===== config.mk =====
export PLATFORM = sky130hd
export DESIGN_NAME = hit_pulse_gen_flat
export DESIGN_NICKNAME = d
export VERILOG_FILES = /design/src/rtl/hit_pulse_gen_if.sv /design/src/rtl/hit_pulse_gen.sv /design/src/flat_wrapper.sv
export SDC_FILE = /design/constraint.sdc
export NUM_CORES = 1
export LEC_CHECK = 0
export CORE_ASPECT_RATIO = 1.75
export CORE_MARGIN = 1
export CORE_UTILIZATION = 56
export DETAILED_ROUTE_END_ITERATION = 8
export GPL_TIMING_DRIVEN = 0
export PLACE_DENSITY = 0.81
export SYNTH_ARGS = -nofsm -noshare
export SYNTH_HDL_FRONTEND = slang
export SYNTH_SLANG_ARGS = --single-unit

===== constraint.sdc =====
create_clock -name iClk -period 6.3 [get_ports iClk]
set_clock_uncertainty 0.2 [all_clocks]
set_input_delay 1.89 -clock iClk [delete_from_list [all_inputs] [get_ports iClk]]
set_output_delay 1.89 -clock iClk [all_outputs]
set_load 0.05 [all_outputs]

===== src/rtl/hit_pulse_gen_if.sv =====
// Bundled control, configuration and status signals of the hit-pulse generator.
// The master drives start/abort/config; the slave (generator) drives the pulse outputs.
interface hit_pulse_gen_if #(
  parameter int CNT_W = 16
);
  logic             iStart;
  logic [CNT_W-1:0] iHighCycles;
  logic [CNT_W-1:0] iLowCycles;
  logic [CNT_W-1:0] iNumPulses;
  logic             iAbort;
  logic             oHit;
  logic             oRiseMark;
  logic             oFallMark;
  logic             oBusy;
  logic             oDone;
  logic [CNT_W-1:0] oPulseCnt;

  modport master (
    output iStart, iHighCycles, iLowCycles, iNumPulses, iAbort,
    input  oHit, oRiseMark, oFallMark, oBusy, oDone, oPulseCnt
  );

  modport slave (
    input  iStart, iHighCycles, iLowCycles, iNumPulses, iAbort,
    output oHit, oRiseMark, oFallMark, oBusy, oDone, oPulseCnt
  );
endinterface


===== src/rtl/hit_pulse_gen.sv =====
// Programmable hit-pulse train generator with rise/fall marker strobes.
// Every output is a register; the next-state logic computes their next values.
module hit_pulse_gen #(
  parameter int CNT_W = 16
) (
  input logic            iClk,
  input logic            iRst,
  hit_pulse_gen_if.slave bus
);

  typedef enum logic [1:0] {IDLE, HIGH, LOW, DONE} state_t;

  state_t           state_q, state_d;
  logic [CNT_W-1:0] h_q, h_d, l_q, l_d, n_q, n_d;
  logic [CNT_W-1:0] ph_q, ph_d, cnt_q, cnt_d;
  logic             hit_q, hit_d, rise_q, rise_d, fall_q, fall_d;
  logic             busy_q, busy_d, done_q, done_d;

  always_ff @(posedge iClk or negedge iRst) begin
    if (!iRst) begin
      state_q <= IDLE;
      h_q     <= '0;
      l_q     <= '0;
      n_q     <= '0;
      ph_q    <= '0;
      cnt_q   <= '0;
      hit_q   <= 1'b0;
      rise_q  <= 1'b0;
      fall_q  <= 1'b0;
      busy_q  <= 1'b0;
      done_q  <= 1'b0;
    end else begin
      state_q <= state_d;
      h_q     <= h_d;
      l_q     <= l_d;
      n_q     <= n_d;
      ph_q    <= ph_d;
      cnt_q   <= cnt_d;
      hit_q   <= hit_d;
      rise_q  <= rise_d;
      fall_q  <= fall_d;
      busy_q  <= busy_d;
      done_q  <= done_d;
    end
  end

  always_comb begin
    state_d = state_q;
    h_d     = h_q;
    l_d     = l_q;
    n_d     = n_q;
    ph_d    = ph_q;
    cnt_d   = cnt_q;
    hit_d   = hit_q;
    rise_d  = 1'b0;
    fall_d  = 1'b0;
    busy_d  = busy_q;
    done_d  = 1'b0;
    case (state_q)
      IDLE: begin
        // Abort coinciding with start discards the start.
        if (bus.iStart && !bus.iAbort) begin
          cnt_d = '0;
          if (bus.iNumPulses != '0) begin
            h_d     = (bus.iHighCycles == '0) ? CNT_W'(1) : bus.iHighCycles;
            l_d     = (bus.iLowCycles == '0) ? CNT_W'(1) : bus.iLowCycles;
            n_d     = bus.iNumPulses;
            ph_d    = '0;
            cnt_d   = CNT_W'(1);
            state_d = HIGH;
            hit_d   = 1'b1;
            rise_d  = 1'b1;
            busy_d  = 1'b1;
          end else begin
            state_d = DONE;
            done_d  = 1'b1;
          end
        end
      end
      HIGH: begin
        if (bus.iAbort) begin
          state_d = DONE;
          hit_d   = 1'b0;
          fall_d  = 1'b1;
          busy_d  = 1'b0;
          done_d  = 1'b1;
        end else if (ph_q == h_q - CNT_W'(1)) begin
          state_d = LOW;
          hit_d   = 1'b0;
          fall_d  = 1'b1;
          ph_d    = '0;
        end else begin
          ph_d = ph_q + CNT_W'(1);
        end
      end
      LOW: begin
        if (bus.iAbort) begin
          state_d = DONE;
          busy_d  = 1'b0;
          done_d  = 1'b1;
        end else if (ph_q == l_q - CNT_W'(1)) begin
          ph_d = '0;
          if (cnt_q < n_q) begin
            state_d = HIGH;
            hit_d   = 1'b1;
            rise_d  = 1'b1;
            cnt_d   = cnt_q + CNT_W'(1);
          end else begin
            state_d = DONE;
            busy_d  = 1'b0;
            done_d  = 1'b1;
          end
        end else begin
          ph_d = ph_q + CNT_W'(1);
        end
      end
      DONE: state_d = IDLE;
      default: begin
        state_d = IDLE;
        hit_d   = 1'b0;
        busy_d  = 1'b0;
      end
    endcase
  end

  assign bus.oHit      = hit_q;
  assign bus.oRiseMark = rise_q;
  assign bus.oFallMark = fall_q;
  assign bus.oBusy     = busy_q;
  assign bus.oDone     = done_q;
  assign bus.oPulseCnt = cnt_q;

endmodule


===== src/flat_wrapper.sv =====
// flat-port wrapper written by rule: the top's interface ports become plain ports
module hit_pulse_gen_flat 
#(
  parameter int CNT_W = 16
)
  (iClk, iRst, bus_iStart, bus_iHighCycles, bus_iLowCycles, bus_iNumPulses, bus_iAbort, bus_oHit, bus_oRiseMark, bus_oFallMark, bus_oBusy, bus_oDone, bus_oPulseCnt);
  hit_pulse_gen_if #(.CNT_W(CNT_W)) bus_i ();
  input logic iClk;
  input logic iRst;
  input wire logic [$bits(bus_i.iStart)-1:0] bus_iStart;
  input wire logic [$bits(bus_i.iHighCycles)-1:0] bus_iHighCycles;
  input wire logic [$bits(bus_i.iLowCycles)-1:0] bus_iLowCycles;
  input wire logic [$bits(bus_i.iNumPulses)-1:0] bus_iNumPulses;
  input wire logic [$bits(bus_i.iAbort)-1:0] bus_iAbort;
  output wire logic [$bits(bus_i.oHit)-1:0] bus_oHit;
  output wire logic [$bits(bus_i.oRiseMark)-1:0] bus_oRiseMark;
  output wire logic [$bits(bus_i.oFallMark)-1:0] bus_oFallMark;
  output wire logic [$bits(bus_i.oBusy)-1:0] bus_oBusy;
  output wire logic [$bits(bus_i.oDone)-1:0] bus_oDone;
  output wire logic [$bits(bus_i.oPulseCnt)-1:0] bus_oPulseCnt;
  assign bus_i.iStart = bus_iStart;
  assign bus_i.iHighCycles = bus_iHighCycles;
  assign bus_i.iLowCycles = bus_iLowCycles;
  assign bus_i.iNumPulses = bus_iNumPulses;
  assign bus_i.iAbort = bus_iAbort;
  assign bus_oHit = bus_i.oHit;
  assign bus_oRiseMark = bus_i.oRiseMark;
  assign bus_oFallMark = bus_i.oFallMark;
  assign bus_oBusy = bus_i.oBusy;
  assign bus_oDone = bus_i.oDone;
  assign bus_oPulseCnt = bus_i.oPulseCnt;
  hit_pulse_gen #(.CNT_W(CNT_W)) u_core (.iClk(iClk), .iRst(iRst), .bus(bus_i));
endmodule

==> metrics.txt <==
# TYPE chip_impl_metric gauge
chip_impl_info{name="result_of_the_run",value="finished, final reports clean"} 1
chip_impl_metric{name="post_drt_via_cell_ratio",unit=""} 6.34
chip_impl_metric{name="postSynthRegisterBits",unit=""} 87
chip_impl_info{name="sort_of_element_at_the_end_of_the_critical_path",value="flip-flop"} 1
chip_impl_metric{name="maximum_number_of_pins_on_one_net_before_global_route_repair",unit=""} 73
chip_impl_metric{name="ir_drop",unit="V"} 0.000401
chip_impl_metric{name="drt-initial-drc-count",unit=""} 249
chip_impl_metric{name="p_comb_frac",unit=""} 0.511
chip_impl_metric{name="routedWlPerCell",unit="um"} 19.2
chip_impl_metric{name="power_leakage",unit="uW"} 0.00295
chip_impl_metric{name="synthesis.yosys.warnings",unit=""} 0
chip_impl_metric{name="ys_async_sr_fraction",unit=""} 1.00
chip_impl_metric{name="routed-via-count",unit=""} 5152
chip_impl_metric{name="first_global_vias",unit=""} 5372
chip_impl_metric{name="worst_hold_path.num_cells",unit=""} 1
chip_impl_metric{name="core_area",unit="sq um"} 9970
chip_impl_info{name="most_frequent_cells_in_the_layout",value="87 x sky130_fd_sc_hd__dfrtp_1, 71 x sky130_fd_sc_hd__clkdlybuf4s50_1, 48 x sky130_fd_sc_hd__mux2_2"} 1
chip_impl_info{name="synthTopCellsByArea",value="sky130_fd_sc_hd__dfrtp_1 38%, sky130_fd_sc_hd__mux2_2 9.3%, sky130_fd_sc_hd__ha_1 5.0%"} 1
chip_impl_metric{name="power.switching_fraction",unit=""} 0.456
chip_impl_metric{name="fp.dieArea",unit="sq um"} 10800
chip_impl_metric{name="max_slew.worst_pin.slew",unit="ns"} 0.764
chip_impl_metric{name="powerDensity",unit="nW/um^2"} 498
chip_impl_metric{name="drc",unit=""} 0
chip_impl_info{name="layout_commonest_cell",value="sky130_fd_sc_hd__dfrtp_1"} 1
chip_impl_metric{name="top_cell_type_s_share_of_synthesized_area",unit=""} 0.376
chip_impl_metric{name="grt_first_pass_wirelength",unit="um"} 25600
chip_impl_metric{name="overall_fraction_of_global_route_tracks_in_use",unit=""} 0.312
chip_impl_metric{name="slew_headroom",unit=""} 0.485
chip_impl_metric{name="clkSlewWorstSetupHoldPaths",unit="ns"} 0.06
chip_impl_metric{name="post_cts_setup_buffer_count",unit=""} 0
chip_impl_info{name="ys.flop_type",value="sky130_fd_sc_hd__dfrtp_1"} 1
chip_impl_metric{name="postLayoutSetupSlackWorst",unit="ns"} 1.69
chip_impl_metric{name="syn-cell-area",unit="sq um"} 5790
chip_impl_metric{name="final_max_slew_viol_count",unit=""} 0
chip_impl_metric{name="syn_to_final_growth",unit="%"} 21.2
chip_impl_info{name="timing.critical_path.from_type",value="input pin"} 1
chip_impl_metric{name="synth_cell_types",unit=""} 69
chip_impl_metric{name="antenna_left",unit=""} 0
chip_impl_metric{name="ctsLongestPathBuffers",unit=""} 2
chip_impl_metric{name="grt-ovfl-total",unit=""} 0
chip_impl_metric{name="drv.max_cap_violation_count",unit=""} 0
chip_impl_metric{name="r2r_cells",unit=""} 12
chip_impl_metric{name="gp_routability_congestion",unit=""} 0.828
chip_impl_metric{name="timing.setup.tns",unit="ns"} 0
chip_impl_info{name="min_from",value="u_core.n_q[2]"} 1
chip_impl_metric{name="maximum_fanout_encountered_on_the_critical_timing_path",unit=""} 10
chip_impl_info{name="reg2reg_to",value="u_core.ph_q[10]"} 1
chip_impl_info{name="unrepaired_setup_endpoints_after_global_routing",value="false"} 1
chip_impl_metric{name="port-buffer-count",unit=""} 72
chip_impl_metric{name="sequentialPowerShare",unit=""} 0.317
chip_impl_metric{name="clk_latency",unit="ns"} 0.36
chip_impl_metric{name="cts-buffers-inserted",unit=""} 9
chip_impl_metric{name="synth_enable_flop_cells",unit=""} 0
chip_impl_info{name="setup.worst_path.class",value="in2reg"} 1
chip_impl_metric{name="setup-violations-final",unit=""} 0
chip_impl_info{name="min_path_type",value="reg2reg"} 1
chip_impl_metric{name="placement_rows",unit=""} 48
chip_impl_metric{name="dpl.hpwl",unit="um"} 11700
chip_impl_metric{name="ctsResizeCount",unit=""} 0
chip_impl_metric{name="final_period_minus_worst_setup_slack",unit="ns"} 4.61
chip_impl_info{name="largest_area_contributor_in_the_synthesized_netlist",value="sky130_fd_sc_hd__dfrtp_1"} 1
chip_impl_metric{name="antennaDiodeCount",unit=""} 0
chip_impl_metric{name="cts.hold.buffers_added",unit=""} 0
chip_impl_info{name="tritoncts",value="done"} 1
chip_impl_metric{name="fin_nets",unit=""} 757
chip_impl_metric{name="p_clk_frac",unit=""} 0.172
chip_impl_metric{name="top_level_ports",unit=""} 73
chip_impl_metric{name="final_hold_viol_count",unit=""} 0
chip_impl_info{name="rr_startpoint",value="u_core.l_q[0]"} 1
chip_impl_metric{name="antenna_violations_before_repair",unit=""} 0
chip_impl_metric{name="timing.fmax",unit="MHz"} 217
chip_impl_metric{name="finalHoldWorstSlack",unit="ns"} 0.315
chip_impl_info{name="ctsRootBufferMaster",value="sky130_fd_sc_hd__clkbuf_16"} 1
chip_impl_metric{name="die_y",unit="um"} 136
chip_impl_metric{name="synth_fp_nets",unit=""} 673
chip_impl_metric{name="p_switching",unit="uW"} 1590
chip_impl_metric{name="cp_data_required_time",unit="ns"} 6.33
chip_impl_metric{name="initial_core_util",unit=""} 0.581
chip_impl_info{name="critPathLaunch",value="bus_iNumPulses[1]"} 1
chip_impl_metric{name="synth-seq-area-share",unit=""} 0.376
chip_impl_metric{name="route.final.wire_length",unit="um"} 15600
chip_impl_info{name="worstHoldEndpoint",value="u_core.n_q[2]"} 1
chip_impl_metric{name="cts.htree.levels",unit=""} 3
chip_impl_metric{name="worstPathArrival",unit="ns"} 4.65
chip_impl_metric{name="netlist_instances",unit=""} 598
chip_impl_metric{name="pre_cts_slack",unit="ns"} 1.37
chip_impl_metric{name="syn-mean-instance-area",unit="sq um"} 9.68
chip_impl_metric{name="cts_sinks",unit=""} 87
chip_impl_metric{name="post-route-period-util",unit=""} 0.732
chip_impl_metric{name="detail_route.first_pass.iterations",unit=""} 5
chip_impl_metric{name="die_width",unit="um"} 78.9
chip_impl_metric{name="drive_above_1_share",unit=""} 0.130
chip_impl_metric{name="r2r_slack",unit="ns"} 2.38
chip_impl_metric{name="cellInternalPower",unit="uW"} 1900
==> worst max-delay path by stage <==
stage,end,slack (ns),cells past startpoint
after floorplan,u_core.ph_q[5],2.53,10
after global placement,u_core.l_q[10],0.009,1
after detailed placement,u_core.h_q[7],1.37,6
after CTS,u_core.n_q[9],1.71,6
after global routing,u_core.n_q[9],1.54,6
final,u_core.n_q[9],1.69,6
==> cell type report <==
| type | instances | area, sq um |
|---|---|---|
| well taps | 125 | 156 |
| inverters | 35 | 131 |
| fillers | 751 | 2950 |
| clock buffers | 9 | 225 |
| plain buffers | 29 | 140 |
| repair buffers | 73 | 746 |
| clock inverters | 7 | 103 |
| multi-input cells | 447 | 3340 |
| flip-flops and latches | 87 | 2180 |
==> power by group through the flow <==
stage | Sequential, uW | Combinational, uW | Clock [uW]
final | 1110 | 1780 | 600
after global routing | 1130 | 1930 | 628
after global placement | 1090 | 1670 | 0
after detailed placement | 1100 | 1750 | 0
after floorplan | 1220 | 1100 | 0
after CTS | 1100 | 1780 | 604
==> cells in the mapped netlist, drive strengths merged, types with 8 or more instances <==
cell and n:
xor2 12, o21ai 30, or4 9, a21o 11
a21oi 16, a31oi 8, clkbuf 21, nand2 47
dfrtp 87, nor2 21, nor4 20, nor2b 14
inv 35, ha 23, mux2 48, buf 8
nor3 15, nand3 20, and3 16, xnor2 24
o211ai 9
==> cell families (layout without fill, tap and decap cells) <==
family                   after synthesis  in the layout  share of synthesized area
adder cells (fa/ha/maj)               23             23                     0.0497
AND/OR/NAND/NOR                      207            207                      0.208
flip-flops                            87             87                      0.376
AO/OA/AOI/OAI                        127            127                      0.157
buffers and inverters                 64            153                     0.0469
multiplexers                          54             54                      0.104
XOR/XNOR                              36             36                     0.0577
==> critical path: stages <==
cell                              delay (ns)
sky130_fd_sc_hd__clkdlybuf4s50_1        0.43
sky130_fd_sc_hd__nor4_1                 0.41
sky130_fd_sc_hd__nand4_1                0.43
sky130_fd_sc_hd__nand3_1                0.45
sky130_fd_sc_hd__clkbuf_1               0.61
sky130_fd_sc_hd__mux2_2                 0.42
==> registers in the layout, summed over array words and instances (netlist names) <==
register,flops
u_core.l_q,16
u_core.bus.oBusy,1
u_core.bus.oFallMark,1
u_core.n_q,16
u_core.bus.oPulseCnt,16
u_core.ph_q,16
u_core.bus.oHit,1
u_core.bus.oDone,1
u_core.bus.oRiseMark,1
u_core.h_q,16
u_core.state_q,2
==> metal layers <==
| layer | share of wire | GRT usage | routed length [um] | up-vias |
|---|---|---|---|---|
| met1 | 0.36 | 0.315 | 5620 | 2544 |
| met5 | 0 | 0 | 0 | - |
| met2 | 0.55 | 0.579 | 8600 | 172 |
| met4 | 0.053 | 0.198 | 821 | 0 |
| met3 | 0.037 | 0.0553 | 579 | 63 |
| li1 | - | - | - | 2373 |
==> metrics by stage <==
stage,instances,utilization,instance area [sq um],power (uW)
global route,812,0.704,7020,3700
floorplan,598,-,5790,2320
global placement,795,0.669,6670,2760
detailed placement,796,0.671,6690,2860
CTS,812,0.704,7020,3480
finish,812,0.704,7020,3490
(Power assumes the default switching activity.)
